==> config.mk <==
export PLATFORM = sky130hd
export DESIGN_NAME = prbs_frame_gen
export DESIGN_NICKNAME = d
export VERILOG_FILES = /design/src/rtl/prbs_frame_gen.sv
export SDC_FILE = /design/constraint.sdc
export NUM_CORES = 1
export LEC_CHECK = 0
export CAP_MARGIN = 10
export CORE_ASPECT_RATIO = 1.2
export CORE_MARGIN = 5
export CORE_UTILIZATION = 56
export CTS_CLUSTER_DIAMETER = 30
export DETAILED_ROUTE_END_ITERATION = 12
export PLACE_DENSITY_LB_ADDON = 0.3
export SYNTH_ARGS = -nofsm -noshare
export SYNTH_HDL_FRONTEND = slang
export SYNTH_SLANG_ARGS = --single-unit
==> constraint.sdc <==
create_clock -name clk -period 6.7 [get_ports clk]
set_input_delay 1.675 -clock clk [delete_from_list [all_inputs] [get_ports clk]]
set_output_delay 1.675 -clock clk [all_outputs]
set_load 0.005 [all_outputs]
==> src/rtl/prbs_frame_gen.sv <==
// prbs_frame_gen: Galois LFSR pattern generator that emits a frame of LEN
// pseudo-random words over a valid/ready stream, with abort, done pulse and
// recovery from an all-zero LFSR state.
//
// Stream handshake: a word transfers on every rising clk edge where
// out_valid && out_ready are both high. While out_valid is high and
// out_ready is low, out_data and out_last hold steady. out_valid never
// depends combinationally on out_ready.
module prbs_frame_gen #(
    parameter int             W     = 8,
    parameter logic [W-1:0]   TAPS  = 'h1C,
    parameter logic [W-1:0]   SEED  = 'h20,
    parameter int             STEP  = 1,
    parameter int             LEN_W = 16
) (
    input  logic             clk,
    input  logic             reset_n,
    input  logic             start,
    input  logic             abort,
    input  logic [LEN_W-1:0] len,
    input  logic             seed_load,
    input  logic [W-1:0]     seed_in,
    output logic [W-1:0]     out_data,
    output logic             out_valid,
    input  logic             out_ready,
    output logic             out_last,
    output logic             done,
    output logic             busy,
    output logic [LEN_W-1:0] count,
    output logic             lockup,
    output logic [1:0]       state_dbg
);

    typedef enum logic [1:0] {
        ST_IDLE = 2'd0,
        ST_RUN  = 2'd1,
        ST_DONE = 2'd2
    } state_t;

    state_t             state_q, state_d;
    logic [W-1:0]       lfsr_q, lfsr_d;
    logic [LEN_W-1:0]   len_q, len_d;
    logic [LEN_W-1:0]   count_q, count_d;
    logic               valid_q, valid_d;
    logic               last_q, last_d;
    logic               done_q, done_d;
    logic               busy_q, busy_d;
    logic               lockup_q, lockup_d;

    logic [W-1:0]       lfsr_adv;
    logic               hs;

    // One Galois shift: MSB feeds bit 0 and is XORed into every tapped bit.
    function automatic logic [W-1:0] lfsr_shift(input logic [W-1:0] s);
        logic [W-1:0] n;
        n[0] = s[W-1];
        for (int i = 1; i < W; i++) begin
            n[i] = s[i-1] ^ (TAPS[i] & s[W-1]);
        end
        return n;
    endfunction

    // STEP chained shifts unrolled into one cycle.
    always_comb begin
        lfsr_adv = lfsr_q;
        for (int k = 0; k < STEP; k++) begin
            lfsr_adv = lfsr_shift(lfsr_adv);
        end
    end

    assign hs = valid_q & out_ready;

    // Next-state for the frame FSM and all registered outputs.
    always_comb begin
        state_d  = state_q;
        lfsr_d   = lfsr_q;
        len_d    = len_q;
        count_d  = count_q;
        valid_d  = valid_q;
        last_d   = last_q;
        done_d   = 1'b0;
        lockup_d = lockup_q;

        case (state_q)
            ST_IDLE: begin
                // A zero seed would lock the LFSR; substitute SEED and flag it.
                if (seed_load) begin
                    if (seed_in == '0) begin
                        lfsr_d   = SEED;
                        lockup_d = 1'b1;
                    end else begin
                        lfsr_d = seed_in;
                    end
                end
                if (start) begin
                    len_d   = len;
                    count_d = '0;
                    if (len != '0) begin
                        state_d = ST_RUN;
                        valid_d = 1'b1;
                        last_d  = (len == LEN_W'(1));
                    end else begin
                        state_d = ST_DONE;
                        done_d  = 1'b1;
                    end
                end
            end
            ST_RUN: begin
                // Abort takes priority over a same-cycle handshake: no advance.
                if (abort) begin
                    state_d = ST_IDLE;
                    valid_d = 1'b0;
                    last_d  = 1'b0;
                end else if (hs) begin
                    lfsr_d  = lfsr_adv;
                    count_d = count_q + LEN_W'(1);
                    if (last_q) begin
                        state_d = ST_DONE;
                        valid_d = 1'b0;
                        last_d  = 1'b0;
                        done_d  = 1'b1;
                    end else begin
                        last_d = ((count_q + LEN_W'(1)) == (len_q - LEN_W'(1)));
                    end
                end
            end
            ST_DONE: begin
                state_d = ST_IDLE;
            end
            default: begin
                state_d = ST_IDLE;
                valid_d = 1'b0;
                last_d  = 1'b0;
            end
        endcase

        // Lock-up guard: an all-zero register never survives a clock.
        if (lfsr_q == '0) begin
            lfsr_d   = SEED;
            lockup_d = 1'b1;
        end

        busy_d = (state_d != ST_IDLE);
    end

    // State and output registers, asynchronously reset to the idle frame.
    always_ff @(posedge clk or negedge reset_n) begin
        if (!reset_n) begin
            state_q  <= ST_IDLE;
            lfsr_q   <= SEED;
            len_q    <= '0;
            count_q  <= '0;
            valid_q  <= 1'b0;
            last_q   <= 1'b0;
            done_q   <= 1'b0;
            busy_q   <= 1'b0;
            lockup_q <= 1'b0;
        end else begin
            state_q  <= state_d;
            lfsr_q   <= lfsr_d;
            len_q    <= len_d;
            count_q  <= count_d;
            valid_q  <= valid_d;
            last_q   <= last_d;
            done_q   <= done_d;
            busy_q   <= busy_d;
            lockup_q <= lockup_d;
        end
    end

    assign out_data  = lfsr_q;
    assign out_valid = valid_q;
    assign out_last  = last_q;
    assign done      = done_q;
    assign busy      = busy_q;
    assign count     = count_q;
    assign lockup    = lockup_q;
    assign state_dbg = state_q;

endmodule

## Yosys cells after proc, flatten, opt, wreduce, memory -nomap -nowiden

Cells that the tools add are included.

| word-level totals | value |
|---|---|
| input port bits | 30 |
| output and inout bits | 31 |
| register bits | 47 |

| cells by class | value |
|---|---|
| equal/unequal tests | 13 |
| reduce and logical (&&, ||, !) cells | 16 |
| add/subtract/negate cells | 2 |
| bitwise logic cells | 5 |
| multiplexer cells | 38 |

Operator list:

| kind | count |
|---|---|
| 16-bit two-way mux | 3 |
| 8-bit two-way mux | 5 |
| 16-bit one-hot mux with 2 select lines | 1 |
| 1-bit two-way mux | 19 |
| 16-bit by 1-bit adder with 16-bit output, second input constant | 1 |
| 16-bit by 1-bit equality test with 1-bit output, second input constant | 1 |
| 16-bit equality test | 1 |
| 8-bit logical NOT | 2 |
| 8-bit one-hot mux with 2 select lines | 1 |
| 16-bit nonzero test | 1 |
| 16-bit by 1-bit subtractor with 16-bit output, second input constant | 1 |
| 3-bit != test, second input constant | 5 |
| 4-bit AND reduction | 3 |
| 2-bit two-way mux | 5 |
| 2-bit nonzero test | 5 |
| 2-bit != test, second input constant | 4 |
| 1-bit one-hot mux with 3 select lines | 2 |
| 5-bit AND reduction | 1 |
| 2-bit one-hot mux with 2 select lines | 1 |
| 3-bit AND reduction | 1 |
| 3-bit nonzero test | 1 |
| 1-bit XOR | 3 |
| 2-bit by 1-bit equality test with 1-bit output, second input constant | 1 |
| 2-bit equality test, second input constant | 1 |
| 5 further kinds | 5 |

## Longest topological paths before layout

Gate-level depths: netlist of run 1.

| logic depth | value |
|---|---|
| depth after elaboration | 6 |
| mapped depth | 8 |

## Worst setup path before layout of run 1

Ideal clock, no wire load.

| path | value |
|---|---|
| path type | input port to flip-flop |
| from | in abort |
| to | reg lfsr_q[0] (netlist: out_data[0]) |
| library setup time | 0.137 ns |
| buffers on the path | 2 |
| data arrival time | 3.098 ns |
| setup slack | 3.465 ns |
| cell stages on the path | 7 |
| path through | or3b_1 > clkbuf_1 > nor2_1 > a21oi_1 > clkbuf_1 > a21oi_1 > nor2_1 |

| between the ends | value |
|---|---|
| word-level cells in the longest chain between the ends | 2 |

Ends and longest elaborated chain:

| element | line | RTL |
|---|---|---|
| from (decl) | 19 | `input logic abort,` |
| 3-bit != test (no line) | -- |  |
| 4-bit AND reduction (no line) | -- |  |
| to (signal assigned) | 160 | `lfsr_q <= lfsr_d;` |
| to (decl) | 41 | `logic [W-1:0] lfsr_q, lfsr_d;` |

Every way passes these cells.
A chain may end at the register's enable or synchronous reset.

## Worst setup path in the final report of run 1

| path | value |
|---|---|
| from | in abort |
| to | reg lfsr_q[4] (netlist: out_data[4]) |

The elaborated chain is that of the path after synthesis.

==> results of run 1 <==
## routing by layer
| layer | up-vias | routed length [µm] |
|---|---|---|
| li1 | 1249 | - |
| met1 | 1236 | 2970 |
| met2 | 76 | 3420 |
| met3 | 15 | 375 |
| met4 | 0 | 116 |
| met5 | - | 0 |
## worst reg2reg max path, delay by kind of cell, from the launching register on
family / cells / cell delay (ps)
buffers and inverters: 1 / 80
DFF: 1 / 430
adders and majority gates: 1 / 220
and+or+nand+nor: 4 / 1460
AOI/OAI and AO/OA: 2 / 420
## Yosys cell counts, drive strengths merged, types with 3 or more instances
| library cell | number | area share |
|---|---|---|
| xnor2 | 26 | 0.077 |
| nor3 | 6 | 0.010 |
| buf | 4 | 0.0085 |
| mux2i | 4 | 0.014 |
| and3 | 5 | 0.011 |
| o31ai | 6 | 0.015 |
| inv | 5 | 0.0063 |
| or3 | 5 | 0.014 |
| nor4 | 9 | 0.019 |
| nand2 | 21 | 0.027 |
| and2 | 6 | 0.013 |
| or4 | 4 | 0.012 |
| nor4b | 3 | 0.014 |
| o21ai | 25 | 0.042 |
| nand3 | 12 | 0.020 |
| mux2 | 16 | 0.061 |
| nand4 | 5 | 0.011 |
| dfrtp | 46 | 0.39 |
| clkbuf | 10 | 0.013 |
| a211oi | 4 | 0.010 |
| xor2 | 7 | 0.021 |
| xnor3 | 3 | 0.023 |
| a21oi | 15 | 0.025 |
| nor2 | 34 | 0.044 |
## flip-flops by register name (all words and copies together) (netlist names)
signal     flops
done           1
len_q         16
busy           1
out_data       8
state_dbg      2
out_valid      1
lockup         1
out_last       1
count         16
## cell families (layout without fill, tap and decap cells)
family	after synthesis	count (layout)	share of synthesized area
and+or+nand+nor	122	122	0.229
AOI/OAI and AO/OA	66	66	0.142
DFF	47	47	0.398
xor gates and xnor gates	36	36	0.121
muxes	20	20	0.0744
buffers and inverters	19	73	0.0275
adders and majority gates	2	2	0.00846
## cell type report
| class | instances | area (µm²) | area share |
|---|---|---|---|
| multi-input cells | 246 | 1700 | 0.461 |
| inverters | 5 | 18.8 | 0.00509 |
| flip-flops and latches | 47 | 1180 | 0.319 |
| clock inverters | 2 | 35.0 | 0.00950 |
| clock buffers | 6 | 82.6 | 0.0224 |
| repair buffers | 60 | 596 | 0.162 |
| well taps | 62 | 77.6 | 0.0210 |
## power by group through the flow
stage	clock network, mW	registers [mW]	logic (mW)
after floorplan	0	0.391	0.189
after global placement	0	0.411	0.283
after detailed placement	0	0.412	0.289
after CTS	0.223	0.408	0.290
after global routing	0.232	0.419	0.321
final	0.217	0.409	0.288
## final timing paths
path	slack (ps)	endpoint	from
setup / recovery	2890	out_data[4]$_DFFE_PN0P_	abort
hold / removal	490	lockup$_DFFE_PN0P_	lockup$_DFFE_PN0P_
setup reg to reg	3990	out_last$_DFFE_PN0P_	len_q[1]$_DFFE_PN0P_
hold reg to reg	490	lockup$_DFFE_PN0P_	lockup$_DFFE_PN0P_
max in group asynchronous	4510	len_q[2]$_DFFE_PN0P_	reset_n
min in group asynchronous	1530	out_data[0]$_DFFE_PN0P_	reset_n
==> flow_summary.json, run 1 <==
{
  "setup.worst_path.class": "in2reg",
  "grt_overflow": 0,
  "placed_area_um2": 3570,
  "setup_violations": 0,
  "yosysWarnings": 0,
  "worst-path-buf-inv": 1,
  "ir_drop_mv": 0.200,
  "port_buffers": 60,
  "synth_nets": 344,
  "setup_ws_ps": 2890,
  "drive_gt1_frac": 0.104,
  "status": "completed",
  "grt_busiest_layer": "met2",
  "p_per_area_nw_per_um2": 248,
  "postSynthAreaPerCell_um2": 9.48,
  "die-width_um": 76.3,
  "synth_flop_cell": "dfrtp_1",
  "postLayoutCellArea_um2": 3690,
  "slew_violations": 0,
  "synth-edff-count": 0,
  "grt_use_total": 0.211,
  "wl_um": 6880,
  "cp.depth": 7,
  "p_clk_frac": 0.237,
  "rsz0062_at_grt": "no",
  "drtAntennaViolNets": 0,
  "syn2layout_area_growth_pct": 24.6,
  "fin_crit_sh": 0.569,
  "internal_power_uw": 627,
  "cts.clk_slew.worst_paths_ps": 80,
  "numCtsBuffers": 5,
  "grt_pass1_vias": 2536,
  "instances_no_fill": 428,
  "drt-initial-drc-count": 123,
  "finClkSkew_ps": 7.30,
  "gr-usage-met1": 0.263,
  "grt_pass1_wl_um": 11800,
  "htreeDepth": 2,
  "synthesis.area_um2": 2960,
  "grtUsageMet2": 0.371,
  "hold_path_class": "reg2reg",
  "hold_viol_final": 0,
  "gp_congestion": 0.860,
  "nets": 397,
  "grt_max_degree": 48,
  "critPathTopFamily": "simple AND/OR/NAND/NOR gates",
  "via_per_inst": 6.02,
  "tritoncts": "yes",
  "crit_chain": "clkdlybuf4s50_1 -> or3b_1 -> nor2_1 -> a21oi_1 -> a211oi_1 -> a21oi_1 -> nor2_1",
  "async_flop_share": 1.00,
  "cp_slowest_cell": "nor2_1",
  "required_ps": 6930,
  "postSynthRegisterBits": 47,
  "cap_violations": 0,
  "wl_per_cell_um": 16.1,
  "die_h_um": 89.6,
  "hold_slack_ps": 493,
  "holdPathStages": 2,
  "postCtsSetupRepairBufs": 0,
  "cts_resized": 0,
  "reg2regPathDepth": 8,
  "timing.setup.tns_ps": 0,
  "fin_crit_ps": 3810,
  "syn_inst": 312,
  "cts.path.max_buffers": 2,
  "hpwl_um": 5300,
  "dieArea_um2": 6840,
  "row_count": 29,
  "pre_cts_ws_ps": 2640,
  "netlist-cell-type-count": 59,
  "first_pass_iters": 4,
  "cp.arrival_ps": 4040,
  "final_common_cell": "clkdlybuf4s50_1",
  "end_kind": "flip-flop",
  "path_max_fanout": 16,
  "num_vias": 2576,
  "tightest_slew_ps": 1070,
  "utilization": 0.705,
  "fmax_mhz": 262,
  "slew_headroom": 0.289,
  "coreArea_um2": 5230,
  "p_total_uw": 915,
  "synth_seq_area_share": 0.398,
  "cts.sinks": 47,
  "layout_common_cells": "59 x clkdlybuf4s50_1, 46 x dfrtp_1, 33 x nor2_1",
  "combPwrFrac": 0.315,
  "nFillCells": 412,
  "cts-root-buf": "clkbuf_8",
  "max_stage_delay_ps": 570,
  "p_sw_uw": 288,
  "seqPwrFrac": 0.448,
  "drc_errors": 0,
  "numPlacedInstances": 420,
  "p_sw_frac": 0.315,
  "antenna_found_initial": 0,
  "p_leak_nw": 1.47,
  "clk_latency_ps": 300,
  "start_util": 0.566,
  "pin_count": 61,
  "hold_buffers": 0,
  "grtUsageMet3": 0.0409,
  "diodes": 0,
  "crit_path_start_kind": "input pin"
}
Power figures use the tool's default switching activity.
==> run 2: changes to the inputs <==
Settings changed: CORE_UTILIZATION 56 to 47.
Clock period 6.7 ns to 3.5 ns, I/O delays scaled along.
==> flow_summary.json, run 2 (synthesis results as in run 1) <==
{
  "status": "completed",
  "htreeDepth": 2,
  "die_h_um": 96.9,
  "pin_count": 61,
  "row_count": 31,
  "postCtsSetupRepairBufs": 0,
  "drive_gt1_frac": 0.114,
  "coreArea_um2": 6090,
  "hold_viol_final": 0,
  "hold_path_class": "reg2reg",
  "required_ps": 3710,
  "wl_um": 6930,
  "finClkSkew_ps": 7.82,
  "via_per_inst": 5.61,
  "grt_max_degree": 48,
  "slew_violations": 0,
  "ir_drop_mv": 0.363,
  "drc_errors": 0,
  "crit_path_start_kind": "flip-flop",
  "worst-path-buf-inv": 0,
  "cts_resized": 0,
  "fmax_mhz": 375,
  "antenna_found_initial": 0,
  "hold_buffers": 0,
  "numCtsBuffers": 5,
  "final_common_cell": "clkdlybuf4s50_1",
  "cts.sinks": 47,
  "cp_slowest_cell": "or4_2",
  "port_buffers": 60,
  "start_util": 0.486,
  "cts.path.max_buffers": 2,
  "dieArea_um2": 7990,
  "path_max_fanout": 8,
  "cts.clk_slew.worst_paths_ps": 90,
  "hpwl_um": 5380,
  "drtAntennaViolNets": 0,
  "die-width_um": 82.4,
  "syn2layout_area_growth_pct": 25.6,
  "cp.arrival_ps": 2880,
  "end_kind": "flip-flop",
  "grt_overflow": 0,
  "critPathTopFamily": "simple AND/OR/NAND/NOR gates",
  "clk_latency_ps": 310,
  "cts-root-buf": "clkbuf_8",
  "fin_crit_ps": 2670,
  "timing.setup.tns_ps": 0,
  "drt-initial-drc-count": 129,
  "min_from": "lockup$_DFFE_PN0P_",
  "diodes": 0,
  "max_stage_delay_ps": 760,
  "num_vias": 2534,
  "setup.worst_path.class": "reg2reg",
  "setup_violations": 0,
  "cap_violations": 0,
  "grt_pass1_wl_um": 11700,
  "fin_crit_sh": 0.762,
  "crit_start": "len_q[3]$_DFFE_PN0P_",
  "crit_chain": "or4_2 -> nor4_1 -> xnor2_1 -> xnor2_1 -> or3_2 -> o41ai_2",
  "p_per_area_nw_per_um2": 452,
  "grt_use_total": 0.185,
  "cpMostUsedCell": "xnor2_1",
  "gp_congestion": 0.852,
  "nets": 401,
  "rsz0062_at_grt": "no",
  "tritoncts": "yes",
  "layout_common_cells": "59 x clkdlybuf4s50_1, 46 x dfrtp_1, 33 x nor2_1",
  "p_leak_nw": 1.47,
  "tightest_slew_ps": 1020,
  "r2r-start": "len_q[3]$_DFFE_PN0P_",
  "wl_per_cell_um": 15.3,
  "slew_headroom": 0.322,
  "first_pass_iters": 4,
  "pre_cts_ws_ps": 545,
  "setup_ws_ps": 832,
  "grt_pass1_vias": 2476
}
==> run 2: changes by cell type in the layout (fill, tap and decap cells not counted) <==
cell | previous run | this run
buf_4 | 0 | 4
bufinv_16 | 1 | 0
clkbuf_8 | 6 | 5
clkinv_2 | 1 | 0
clkinvlp_4 | 0 | 2
inv_6 | 0 | 1
==> run 2: final timing paths <==
check / end / slack (ps) / cells after the start
max in group asynchronous: busy$_DFF_PN0_ / 2140 / 1
min in group asynchronous: out_data[3]$_DFFE_PN0P_ / 730 / 1
worst max-delay path: out_last$_DFFE_PN0P_ / 830 / 6
worst max register to register: out_last$_DFFE_PN0P_ / 830 / 6
worst min-delay path: lockup$_DFFE_PN0P_ / 510 / 2
worst min register to register: lockup$_DFFE_PN0P_ / 510 / 2
==> run 2: worst register-to-register path, stage by stage, from the launching register on <==
cell,delay (ps)
dfrtp_1,470
or4_2,760
nor4_1,290
xnor2_1,190
xnor2_1,90
or3_2,430
o41ai_2,340
==> run 2: area by class of cell <==
type / instances / area (µm²)
well taps: 82 / 103
clock inverters: 3 / 23.8
inverters: 5 / 18.8
clock buffers: 5 / 68.8
repair buffers: 64 / 626
flip-flops and latches: 47 / 1180
multi-input cells: 246 / 1700
fillers: 535 / 2370
==> run 2: per-layer routing <==
metal | vias up | track usage | routed length, µm
li1 | 1249 | - | -
met1 | 1187 | 0.251 | 3080
met2 | 86 | 0.288 | 3350
met3 | 12 | 0.0344 | 352
met4 | 0 | 0.0716 | 146
met5 | - | 0 | 0
==> run 2: power by group <==
| group | total (mW) | internal, mW | switching (mW) |
|---|---|---|---|
| registers | 0.782 | 0.643 | 0.139 |
| clock network | 0.340 | 0.143 | 0.197 |
| logic | 0.558 | 0.330 | 0.228 |
==> run 2: through the flow <==
stage / cells / hold slack, ps / power (mW) / utilization / cell area [µm²]
global route: 452 / 577 / 1.79 / 0.610 / 3720
CTS: 452 / 513 / 1.70 / 0.610 / 3720
floorplan: 312 / 472 / 1.11 / - / 2960
detailed placement: 444 / 488 / 1.35 / 0.595 / 3620
global placement: 444 / 475 / 1.34 / 0.595 / 3620
finish: 452 / 507 / 1.68 / 0.610 / 3720
==> run 3: changes to the inputs <==
Settings changed: CORE_UTILIZATION 47 to 52.
Clock period 3.5 ns to 2.6 ns, I/O delays scaled along.
==> flow_summary.json, run 3 (synthesis results as in run 1) <==
{
  "htreeDepth": 2,
  "setup_violations": 0,
  "numPlacedInstances": 439,
  "hold_slack_ps": 305,
  "cp.arrival_ps": 2720,
  "path_max_fanout": 5,
  "gp_congestion": 0.843,
  "rsz0062_at_grt": "yes",
  "hpwl_um": 5680,
  "antenna_found_initial": 0,
  "tritoncts": "yes",
  "cp_slowest_cell": "or3_2",
  "hold_buffers": 0,
  "p_leak_nw": 1.59,
  "numCtsBuffers": 5,
  "placed_area_um2": 3720,
  "cts.clk_slew.worst_paths_ps": 90,
  "drt-initial-drc-count": 199,
  "cts-root-buf": "clkbuf_8",
  "critPathTopFamily": "simple AND/OR/NAND/NOR gates",
  "slew_headroom": 0.313,
  "finClkSkew_ps": 11.4,
  "crit_path_start_kind": "flip-flop",
  "coreArea_um2": 5590,
  "crit_chain": "buf_4 -> or3_2 -> nor3_2 -> xnor2_1 -> xnor2_1 -> or3_2 -> o41ai_2",
  "setup_ws_ps": 101,
  "tightest_slew_ps": 1030,
  "grt_max_degree": 48,
  "r2r_slack_ps": 100,
  "hold_path_class": "in2async",
  "reg2regPathDepth": 7,
  "p_per_area_nw_per_um2": 626,
  "required_ps": 2820,
  "die_h_um": 92.6,
  "utilization": 0.700,
  "diodes": 0,
  "grt_pass1_vias": 2615,
  "cp.depth": 7,
  "pre_cts_ws_ps": -68.0,
  "end_kind": "flip-flop",
  "via_per_inst": 5.98,
  "instances_no_fill": 451,
  "cap_violations": 0,
  "timing.rr.end": "out_last$_DFFE_PN0P_",
  "worst-path-buf-inv": 1,
  "cts.sinks": 47,
  "postLayoutCellArea_um2": 3920,
  "final_common_cell": "clkdlybuf4s50_1",
  "ir_drop_mv": 0.459,
  "fin_crit_ps": 2500,
  "r2r-start": "len_q[1]$_DFFE_PN0P_",
  "drtAntennaViolNets": 0,
  "timing.setup.tns_ps": 0,
  "grt_pass1_wl_um": 12600,
  "slew_violations": 0,
  "row_count": 30,
  "nets": 418,
  "cts.path.max_buffers": 2,
  "grt_overflow": 0,
  "die-width_um": 78.9,
  "grt_use_total": 0.216,
  "syn2layout_area_growth_pct": 32.4,
  "drive_gt1_frac": 0.168,
  "fmax_mhz": 400,
  "first_pass_iters": 4,
  "p_total_mw": 2.45,
  "num_vias": 2696,
  "dieArea_um2": 7300,
  "hold_viol_final": 0,
  "start_util": 0.529,
  "fin_crit_sh": 0.961,
  "drc_errors": 0,
  "port_buffers": 60,
  "setup.worst_path.class": "reg2reg",
  "wl_um": 7600,
  "pin_count": 61,
  "max_stage_delay_ps": 550,
  "wl_per_cell_um": 16.8,
  "status": "completed",
  "layout_common_cells": "59 x clkdlybuf4s50_1, 46 x dfrtp_1, 33 x nor2_1",
  "clk_latency_ps": 310
}
## run 3: changes by cell type in the layout (fill, tap and decap cells not counted), sizes merged
cell	delta
inv	-1
clkinvlp	-2
buf	+17
bufinv	+1
clkinv	+2
## run 3: per-layer routing
layer	vias up	GRT usage	wire, µm
met5	-	0	0
met4	0	0.0587	160
met3	14	0.0418	396
met2	98	0.373	3820
met1	1289	0.275	3220
li1	1295	-	-
## run 3: worst max path at each step
stage                          from                       to
4_1_cts        len_q[3]$_DFFE_PN0P_     out_last$_DFFE_PN0P_
5_1_grt        len_q[1]$_DFFE_PN0P_     out_last$_DFFE_PN0P_
3_3_place_gp                  abort     out_last$_DFFE_PN0P_
6_report       len_q[1]$_DFFE_PN0P_     out_last$_DFFE_PN0P_
2_1_floorplan  len_q[3]$_DFFE_PN0P_     out_last$_DFFE_PN0P_
3_5_place_dp                  abort  out_data[5]$_DFFE_PN1P_
## run 3: what timing repair did
action	4_1_cts	5_1_grt
gates resized for setup	1	7
hold endpoints to repair	0	0
pin swaps	1	1
setup endpoints to repair	1	1
buffers inserted	0	4
## run 3: final cells by class
cell class              instances  area (µm²)
well taps                      64        80.1
clock buffers                   5        68.8
flip-flops and latches         47        1180
clock inverters                 3        43.8
fillers                       424        1680
inverters                       5        18.8
multi-input cells             246        1750
repair buffers                 81         778
## run 3: where the power goes
part | switching, mW | total [mW] | internal [mW]
clock network | 0.260 | 0.547 | 0.287
logic | 0.371 | 0.871 | 0.500
registers | 0.169 | 1.04 | 0.866
total | 0.800 | 2.45 | 1.65
